**config.mk**
```make
export PLATFORM = sky130hd
export DESIGN_NAME = dawson64_resp_if
export DESIGN_NICKNAME = d
export VERILOG_FILES = /design/src/rtl/dawson64_pkg.sv /design/src/rtl/dawson64_resp_watchdog.sv /design/src/rtl/dawson64_resp_if.sv
export SDC_FILE = /design/constraint.sdc
export NUM_CORES = 1
export LEC_CHECK = 0
export ABC_AREA = 1
export CORE_AREA = 2 2 152 154
export CTS_BUF_LIST = sky130_fd_sc_hd__clkbuf_8
export DETAILED_ROUTE_END_ITERATION = 16
export DIE_AREA = 0 0 154 156
export PLACE_DENSITY = 0.68
export SLEW_MARGIN = 20
export SYNTH_ARGS = -nofsm -noshare
export SYNTH_HDL_FRONTEND = slang
export SYNTH_SLANG_ARGS = --single-unit
```
**constraint.sdc**
```tcl
create_clock -name clk -period 2.5 [get_ports clk]
set_input_delay 0.25 -clock clk [delete_from_list [all_inputs] [get_ports clk]]
set_output_delay 0.25 -clock clk [all_outputs]
set_load 0.05 [all_outputs]
```
**src/rtl/dawson64_pkg.sv**
```systemverilog
// Shared types and constants for the Dawson 64-bit stb/ack responder.
// Holds the responder FSM encoding, datapath width, timeout NaN and default watchdog depth.
package dawson64_pkg;

    localparam int DAWSON_WIDTH = 64;
    localparam int DAWSON_TIMEOUT_CYCLES = 1024;
    localparam logic [63:0] DAWSON_QNAN = 64'h7FF8_0000_0000_0000;

    typedef enum logic [2:0] {
        ST_GET_A,
        ST_GET_B,
        ST_START,
        ST_BUSY,
        ST_PUT_Z
    } dawson_state_e;

endpackage

```
**src/rtl/dawson64_resp_watchdog.sv**
```systemverilog
// BUSY-phase watchdog: cleared by load_i, counts while en_i, flags the TIMEOUT_CYCLES-th cycle.
// Latency: expire_o is combinational on the final counted cycle; no backpressure.
module dawson64_resp_watchdog
    import dawson64_pkg::*;
#(
    parameter int TIMEOUT_CYCLES = DAWSON_TIMEOUT_CYCLES
) (
    input  logic clk,
    input  logic rst,
    input  logic load_i,
    input  logic en_i,
    output logic expire_o
);

    localparam int CNT_W = (TIMEOUT_CYCLES > 1) ? $clog2(TIMEOUT_CYCLES) : 1;
    localparam logic [CNT_W-1:0] LAST = CNT_W'(TIMEOUT_CYCLES - 1);

    logic [CNT_W-1:0] cnt_q, cnt_d;

    always_comb begin
        cnt_d = cnt_q;
        if (load_i) begin
            cnt_d = '0;
        end else if (en_i) begin
            cnt_d = cnt_q + CNT_W'(1);
        end
    end

    always_ff @(posedge clk) begin
        if (rst) begin
            cnt_q <= '0;
        end else begin
            cnt_q <= cnt_d;
        end
    end

    // Count starts at 0 on the first BUSY cycle, so LAST marks the final allowed cycle.
    assign expire_o = en_i && (cnt_q == LAST);

endmodule

```
**src/rtl/dawson64_resp_if.sv**
```systemverilog
// Dawson stb/ack responder: accepts A then B, pulses core_start, returns core result on Z.
// Latency: B transfer -> core_start 1 cycle; core_done -> output_z_stb 1 cycle; 5-cycle minimum.
// Backpressure: Z held until output_z_ack, no A ack meanwhile; DAWSON_RESP_TIMEOUT_EN adds BUSY watchdog.
module dawson64_resp_if
    import dawson64_pkg::*;
#(
    parameter int WIDTH          = DAWSON_WIDTH,
    parameter int TIMEOUT_CYCLES = DAWSON_TIMEOUT_CYCLES
) (
    input  logic             clk,
    input  logic             rst,
    input  logic [WIDTH-1:0] input_a,
    input  logic             input_a_stb,
    output logic             input_a_ack,
    input  logic [WIDTH-1:0] input_b,
    input  logic             input_b_stb,
    output logic             input_b_ack,
    output logic [WIDTH-1:0] output_z,
    output logic             output_z_stb,
    input  logic             output_z_ack,
    output logic [WIDTH-1:0] core_a,
    output logic [WIDTH-1:0] core_b,
    output logic             core_start,
    input  logic [WIDTH-1:0] core_result,
    input  logic             core_done,
    output logic             busy,
    output logic             timeout_err
);

    dawson_state_e    state_q, state_d;
    logic [WIDTH-1:0] core_a_q, core_a_d;
    logic [WIDTH-1:0] core_b_q, core_b_d;
    logic [WIDTH-1:0] z_q, z_d;
    logic             z_stb_q, z_stb_d;
    logic             terr_q, terr_d;
    logic             a_ack_q, b_ack_q, start_q, busy_q;
    logic             wd_expire;

`ifdef DAWSON_RESP_TIMEOUT_EN
    dawson64_resp_watchdog #(
        .TIMEOUT_CYCLES(TIMEOUT_CYCLES)
    ) u_watchdog (
        .clk      (clk),
        .rst      (rst),
        .load_i   (state_q == ST_START),
        .en_i     (state_q == ST_BUSY),
        .expire_o (wd_expire)
    );
`else
    logic unused_timeout_cfg;
    assign unused_timeout_cfg = (TIMEOUT_CYCLES == 0);
    assign wd_expire = 1'b0;
`endif

    always_comb begin
        state_d  = state_q;
        core_a_d = core_a_q;
        core_b_d = core_b_q;
        z_d      = z_q;
        z_stb_d  = z_stb_q;
        terr_d   = terr_q;
        unique case (state_q)
            ST_GET_A: begin
                if (a_ack_q && input_a_stb) begin
                    core_a_d = input_a;
                    state_d  = ST_GET_B;
                end
            end
            ST_GET_B: begin
                if (b_ack_q && input_b_stb) begin
                    core_b_d = input_b;
                    state_d  = ST_START;
                end
            end
            ST_START: state_d = ST_BUSY;
            ST_BUSY: begin
                // A real result on the expiry edge takes priority over the timeout.
                if (core_done) begin
                    z_d     = core_result;
                    z_stb_d = 1'b1;
                    state_d = ST_PUT_Z;
                end else if (wd_expire) begin
                    z_d     = WIDTH'(DAWSON_QNAN);
                    z_stb_d = 1'b1;
                    terr_d  = 1'b1;
                    state_d = ST_PUT_Z;
                end
            end
            ST_PUT_Z: begin
                if (z_stb_q && output_z_ack) begin
                    z_stb_d = 1'b0;
                    state_d = ST_GET_A;
                end
            end
            default: state_d = ST_GET_A;
        endcase
    end

    // Handshake outputs are registered from the next state so they line up with it.
    always_ff @(posedge clk) begin
        if (rst) begin
            state_q  <= ST_GET_A;
            core_a_q <= '0;
            core_b_q <= '0;
            z_q      <= '0;
            z_stb_q  <= 1'b0;
            terr_q   <= 1'b0;
            a_ack_q  <= 1'b0;
            b_ack_q  <= 1'b0;
            start_q  <= 1'b0;
            busy_q   <= 1'b0;
        end else begin
            state_q  <= state_d;
            core_a_q <= core_a_d;
            core_b_q <= core_b_d;
            z_q      <= z_d;
            z_stb_q  <= z_stb_d;
            terr_q   <= terr_d;
            a_ack_q  <= (state_d == ST_GET_A);
            b_ack_q  <= (state_d == ST_GET_B);
            start_q  <= (state_d == ST_START);
            busy_q   <= (state_d != ST_GET_A);
        end
    end

    assign input_a_ack  = a_ack_q;
    assign input_b_ack  = b_ack_q;
    assign output_z     = z_q;
    assign output_z_stb = z_stb_q;
    assign core_a       = core_a_q;
    assign core_b       = core_b_q;
    assign core_start   = start_q;
    assign busy         = busy_q;
    assign timeout_err  = terr_q;

endmodule

```
; After elaboration in Yosys (flattened, before gate mapping)
; Index checks and enable logic that the tools add are counted.
[totals]
reg_bits = 200
out_inout_bits = 198
elab_cells = 36
[op_classes]
eq_ne = 8
muxes = 8
reduce_logical = 11
[ops]
columns = op, count
row1 = 3-bit case mux with 5 select lines, 1
row2 = 3-bit two-way mux, 4
row3 = "3-bit by 2-bit equality test with 1-bit output, second input constant", 3
row4 = "3-bit by 1-bit equality test with 1-bit output, second input constant", 2
row5 = 3-bit zero test, 2
row6 = 2-bit AND reduction, 3
row7 = "2-bit inequality test, second input constant", 2
row8 = "3-bit equality test, second input constant", 1
row9 = 1-bit logical AND, 3
row10 = 3-bit AND reduction, 1
row11 = 3-bit nonzero test, 1
row12 = 1-bit two-way mux, 2
row13 = 1-bit case mux with 2 select lines, 1
row14 = 2-bit nonzero test, 1

; Longest topological paths before layout
; Gate-level depths: netlist of the first run.
[depth]
ltp_word = 4
ltp_mapped = 8
depth_no_buf = 7

; Least setup slack after synthesis of the first run
; No wires, ideal clock.
[synth_path]
kind = reg-to-reg
from = reg b_ack_q, in the netlist input_b_ack
to = reg core_b_q[25], in the netlist core_b[25]
setup_ns = 0.116
arrival_time_ns = 1.421
required_time_ns = 2.384
setup_slack_ns = 0.963
stages_incl_launch_ff = 8
n_path_buf = 2
path_cell_list = dfxtp_1 nand2_1 inv_1 nand3_2 buf_4 clkbuf_1 o21ai_0 nor2_1
[synth_between]
elab_chain_cells = 2
[synth_lines]
columns = item, line
row1 = "start, declared", dawson64_resp_if.sv:36  ; logic a_ack_q, b_ack_q, start_q, busy_q;
row2 = "start signal, assigned", dawson64_resp_if.sv:120  ; b_ack_q <= (state_d == ST_GET_B);
row3 = 1-bit logical AND, dawson64_resp_if.sv:70  ; if (b_ack_q && input_b_stb) begin
row4 = 2-bit AND reduction (no line), n/a
row5 = "end signal, assigned", dawson64_resp_if.sv:115  ; core_b_q <= core_b_d;
row6 = "end, declared", dawson64_resp_if.sv:32  ; logic [WIDTH-1:0] core_b_q, core_b_d;
; No other way between the ends.
; A chain may end at the register's enable or synchronous reset.

; Worst setup path after layout of the first run
[layout_path]
from = reg core_b_q[9], in the netlist core_b[9]
to = out core_b[9]
[layout_lines]
columns = item, line
row1 = "end, declared", dawson64_resp_if.sv:22  ; output logic [WIDTH-1:0] core_b,
; No word-level cell between the ends.

==> impl_metrics.csv, run 1 <==
group,metric,value,unit
worst_setup_path,crit_path_max_incr_delay,0.88,ns
layout,drive_gt1_share,4.61,%
synth,ys_types,21,
synth,ys_seq_area_share,56.9,%
sta,finClkSkew,0.0228,ns
global_routing,grt_pass1_wl,37000,um
route,totalWireLength,23800,um
synth,synth_area_leader_cell,"dfxtp_1",
synth,synthesis.area,7040,um2
layout,fin_util,51.6,%
outcome,status,"finished clean",
clocking,cts.clk_slew.worst_paths,0.12,ns
clocking,cts_buffer_depth,2,
sta,tightest_slew,0.771,ns
clocking,holdBufCountCts,0,
global_routing,grt_overflow,0,
synth,synth_cells,887,
worst_setup_path,path_max_fanout,2,
route,drc,0,
clocking,cts_resized,0,
clocking,clock-sinks,200,
floorplan,core_region_area,22400,um2
sta,final-setup-viol-count,0,
worst_setup_path,cp_cell_sequence,"clkdlybuf4s50_1",
floorplan,rows,55,
sta,fin_setup_tns,0,ns
worst_setup_path,crit_path_top_delay_cell,"clkdlybuf4s50_1",
synth,synthTopCellsByArea,"dfxtp_1 57%, nor2_1 14%, o21ai_0 8.4%, nand3_1 4.8%, a21oi_1 4.8%",
sta,slew_viol_final,0,
sta,fmax,515,MHz
clocking,clock-root-buffer,"clkbuf_8",
clocking,cts_buffers,17,
global_routing,grt_max_degree,72,
layout,final_cell_mix,"392 x clkdlybuf4s50_1, 262 x nor2_1, 200 x dfxtp_1",
sta,rsz0062_at_grt,"false",
worst_setup_path,crit_buf_inv,1,
synth,yosysTopAreaCellShare,56.9,%
placement,gp_congestion,0.753,
floorplan,die_width,154,um
synth,ys_warn_count,0,
worst_setup_path,startpoint_type,"flip-flop",
worst_setup_path,worstPathArrival,1.69,ns
route,drtIter0Drc,409,
floorplan,io_pins,396,
layout,final_common_cell,"clkdlybuf4s50_1",
power,peakVddDrop,0.290,mV
sta,hold_violations,0,
synth,synth-seq-cells,200,
clocking,cts_setup_buffers,0,
clocking,insertion_delay,0.46,ns
layout,fin_nets,1444,
placement,port_buffers,394,
global_routing,grt_use_total,19.3,%
clocking,htree_levels,4,
floorplan,start_util,31.5,%
sta,relSlewSlack,48.6,%
global_routing,antenna_found_initial,3,
clocking,cts_tree,"yes",
synth,synth_fp_nets,1085,
power,p_leak,4.07,nW
synth,avgSynthCellArea,7.93,um2
worst_hold_path,worstHoldPathType,"in -> reg",
layout,syn2layout_area_growth,64.0,%
worst_setup_path,endpoint_kind,"primary output",
route,drt_pass1_iterations,5,
global_routing,grt_pass1_vias,6850,
worst_setup_path,critPathTopFamily,"buffers and inverters",
floorplan,die_height,156,um
layout,fill_cells,2180,
worst_setup_path,path_class,"reg -> out",
route,drtAntennaViolNets,0,
power,powerDensity,606,nW/um2
placement,dpl.hpwl,17000,um
worst_setup_path,worst_ep_required_time,2.25,ns
sta,hold_ws,0.121,ns
floorplan,die_area,24000,um2
sta,layout_worst_path_cycle_share,77.6,%
route,wl_per_cell,15.4,um
route,vias,7103,
run,drv_cap,0,
route,viasPerCell,4.60,
sta,min_period,1.94,ns
-- worst paths after layout --
check	start	endpoint	slack [ns]	cells after the start
max	core_b[9]	core_b[9]	0.56	1
min	core_done	state_q[2]	0.12	3
max reg2reg	state_q[1]	output_z[12]	0.72	6
min reg2reg	output_z[56]	output_z[56]	0.47	2
-- report_power, final --
group	total [W]	switching [W]	internal, W
Clock	0.00212	0.00135	0.000774
Combinational	0.00148	0.000865	0.000615
Sequential	0.00339	0.0000678	0.00333
-- metal layers --
layer  GRT usage, %  wire [um]
met1           22.9       9930
met3           7.17       2070
met2           32.6      11500
met4           5.43        341
met5              0         21
-- Yosys cell counts --
master	instances
buf_1	1
dfxtp_1	200
o21ai_1	10
a21oi_1	67
nand2_1	75
conb_1	1
o21ai_0	118
nand3_2	1
nand4_2	1
inv_2	3
o21a_1	1
nor3_1	1
buf_2	25
clkbuf_1	28
nand3_1	68
nor2_1	263
buf_6	6
buf_4	5
inv_1	7
nor2_2	1
clkbuf_2	5
-- metrics by stage --
| step | cells | worst slack, ns | instance area [um2] | power, W |
|---|---|---|---|---|
| 2_1_floorplan | 887 | 0.963 | 7040 | 0.00428 |
| 3_3_place_gp | 1512 | 0.568 | 11100 | 0.00495 |
| 3_5_place_dp | 1512 | 0.536 | 11100 | 0.00496 |
| 4_1_cts | 1544 | 0.485 | 11500 | 0.00711 |
| 5_1_grt | 1545 | 0.476 | 11500 | 0.00733 |
| 6_report | 1545 | 0.560 | 11500 | 0.00699 |
-- logic make-up after synthesis --
logic type / Yosys count / share of synthesized area [%]
compound gates: 196 / 14.0
simple gates: 410 / 23.4
buf+inv: 80 / 5.71
other cells: 1 / 0.0533
flops: 200 / 56.9
-- flip-flops by register name, indices dropped and copies added (netlist names) --
register,flops
busy,1
core_a,64
core_b,64
core_start,1
input_a_ack,1
input_b_ack,1
output_z,64
output_z_stb,1
state_q,3
-- final cells by class --
type	instances	area [um2]	share of cell area, %
flip-flops and latches	200	4000	34.7
clock inverters	15	173	1.50
multi-input cells	607	2640	22.9
diodes	1	2.50	0.0217
repair buffers	410	4090	35.5
inverters	10	37.5	0.325
clock buffers	17	234	2.03
well taps	285	357	3.09
(Power assumes the default switching activity.)
==> run 2: changes to the inputs <==
--- a/config.mk
+++ b/config.mk
@@ -10,7 +10,7 @@
 export CTS_BUF_LIST = sky130_fd_sc_hd__clkbuf_8
 export DETAILED_ROUTE_END_ITERATION = 16
 export DIE_AREA = 0 0 154 156
-export PLACE_DENSITY = 0.68
+export PLACE_DENSITY = 0.71
 export SLEW_MARGIN = 20
 export SYNTH_ARGS = -nofsm -noshare
 export SYNTH_HDL_FRONTEND = slang
==> constraint.sdc (replaced) <==
create_clock -name clk -period 1.55 [get_ports clk]
set_input_delay 0.155 -clock clk [delete_from_list [all_inputs] [get_ports clk]]
set_output_delay 0.155 -clock clk [all_outputs]
set_load 0.05 [all_outputs]
==> run 2 against run 1 <==
  * Non-clock buffer count up 17
  * Critical path depth is 5 higher
  * Count of clock-buffer cells in the layout stayed put
  * Via count is 1.4% higher
  * Sequential share of layout area grew 0.62 points
  * Final area shrank 1.7%
==> impl_metrics.csv, run 2 (synthesis gave the netlist of run 1 again) <==
group,metric,value,unit
power,p_comb_share,21.2,%
global_routing,grt_use_total,18.7,%
worst_setup_path,r2r_cells,6,
power,p_leak,4.60,nW
clocking,cts_resized,0,
layout,syn2layout_area_growth,61.2,%
route,wl_met2,11200,um
global_routing,grt_max_degree,72,
clocking,cts_buffers,17,
worst_setup_path,path_max_fanout,28,
floorplan,io_pins,396,
layout,final_common_cell,"nor2_1",
sta,fin_ws,0.158,ns
route,drc,0,
worst_setup_path,r2r-start,"state_q[1]",
clocking,insertion_delay,0.46,ns
route,vias,7200,
sta,finClkSkew,0.0159,ns
route,drtIter0Drc,355,
worst_hold_path,worstHoldPathType,"in -> reg",
sta,layout_worst_path_cycle_share,89.8,%
worst_setup_path,startpoint_type,"flip-flop",
layout,fin_nets,1461,
clocking,holdBufCountCts,0,
sta,final-setup-viol-count,0,
worst_setup_path,path_class,"reg -> reg",
sta,slew_viol_final,0,
placement,dpl.hpwl,17100,um
global_routing,grt_pass1_wl,36100,um
worst_setup_path,startpoint,"state_q[1]",
worst_setup_path,worstPathArrival,1.78,ns
route,wl_met3,2110,um
worst_setup_path,crit_path_max_incr_delay,0.41,ns
clocking,htree_levels,4,
global_routing,grt_pass1_vias,6975,
clocking,cts.clk_slew.worst_paths,0.11,ns
layout,final_cells,1563,
sta,fin_setup_tns,0,ns
power,pwr-share-clk,30.3,%
floorplan,start_util,31.5,%
sta,fmax,718,MHz
worst_setup_path,r2r_slack,0.16,ns
route,drtAntennaViolNets,0,
layout,drive_gt1_share,21.3,%
clocking,cts_tree,"yes",
power,cellInternalPower,0.00770,W
global_routing,antenna_found_initial,2,
worst_setup_path,cp_cell_sequence,"nand2_1 -> nor2_4 -> buf_12 -> buf_12 -> nand3_1 -> a21oi_1",
clocking,cts_buffer_depth,2,
worst_setup_path,worst_ep_required_time,1.94,ns
layout,fin_util,50.7,%
route,wl_per_cell,15.0,um
worst_setup_path,r2r-end,"output_z[59]",
power,seqPwrFrac,48.5,%
global_routing,grt_overflow,0,
floorplan,die_area,24000,um2
worst_setup_path,cp_common_cell,"buf_12",
clocking,clock-sinks,200,
power,powerDensity,996,nW/um2
worst_setup_path,crit_path_top_delay_cell,"dfxtp_1",
sta,hold_violations,0,
worst_setup_path,crit_path_end,"output_z[59]",
placement,dp_cells,1529,
clocking,cts_setup_buffers,0,
floorplan,rows,55,
route,drt_pass1_iterations,4,
route,m1WireLength,9620,um
route,routed.top_layer,"met4",
run,drv_cap,0,
floorplan,die_width,154,um
sta,rsz0062_at_grt,"false",
placement,gp_congestion,0.806,
power,peakVddDrop,0.549,mV
power,p_sw,0.00360,W
route,totalWireLength,23400,um
route,viasPerCell,4.61,
outcome,status,"finished clean",
worst_setup_path,endpoint_kind,"flip-flop",
power,p_sw_share,31.8,%
layout,final_cell_mix,"261 x nor2_1, 214 x buf_4, 199 x dfxtp_1",
placement,place_ws,-0.0168,ns
floorplan,core_region_area,22400,um2
sta,hold_ws,0.127,ns
clocking,clock-root-buffer,"clkbuf_8",
floorplan,die_height,156,um
sta,min_period,1.39,ns
placement,port_buffers,394,
-- run 2: worst max-delay path: cells and delay by family, from the launching register on --
kind                   cells  cell delay (ns)
buffers and inverters      2             0.36
AOI/OAI and AO/OA          1             0.15
DFF                        1             0.41
and+or+nand+nor            3             0.39
-- run 2: final cells by class --
type	instances	area [um2]
flip-flops and latches	200	4010
fillers	2124	11000
clock inverters	15	170
clock buffers	17	234
diodes	2	5.00
well taps	285	357
inverters	10	37.5
multi-input cells	607	2640
repair buffers	427	3890
-- run 2: how the worst min path moves through the flow --
stage	to	slack [ns]	depth (start not counted)	from
after floorplan	core_a[25]	0.30	2	input_a[25]
after global placement	output_z[23]	0.45	2	output_z[23]
after detailed placement	output_z[6]	0.45	2	output_z[6]
after CTS	state_q[2]	0.09	3	core_done
after global routing	state_q[2]	0.1	3	core_done
final	state_q[2]	0.13	3	core_done
-- run 2: power by group through the flow --
stage          registers (W)  clock network [W]  logic (W)
3_5_place_dp         0.00560                  0    0.00240
3_3_place_gp         0.00559                  0    0.00238
4_1_cts              0.00549            0.00357    0.00240
6_report             0.00548            0.00342    0.00239
5_1_grt              0.00551            0.00377    0.00254
2_1_floorplan        0.00637                  0   0.000542
-- run 2: metal layers --
metal / global-route usage (%) / vias to the layer above
li1: - / 3633
met1: 22.0 / 3245
met2: 31.7 / 296
met3: 6.58 / 26
met4: 6.45 / 0
met5: 0 / -
-- run 2: per-stage QoR --
step / instance area, um2 / total power (W)
floorplan: 7040 / 0.00691
global placement: 10900 / 0.00798
detailed placement: 10900 / 0.00800
CTS: 11300 / 0.0115
global route: 11300 / 0.0118
finish: 11300 / 0.0113
==> run 3: changes to the inputs <==
--- a/config.mk
+++ b/config.mk
@@ -10,6 +10,7 @@
 export CTS_BUF_LIST = sky130_fd_sc_hd__clkbuf_8
 export DETAILED_ROUTE_END_ITERATION = 16
 export DIE_AREA = 0 0 154 156
+export GPL_ROUTABILITY_DRIVEN = 0
 export PLACE_DENSITY = 0.71
 export SLEW_MARGIN = 20
 export SYNTH_ARGS = -nofsm -noshare
==> results of run 3 <==
The final DEF is identical to that of run 2; final timing and power are the same.
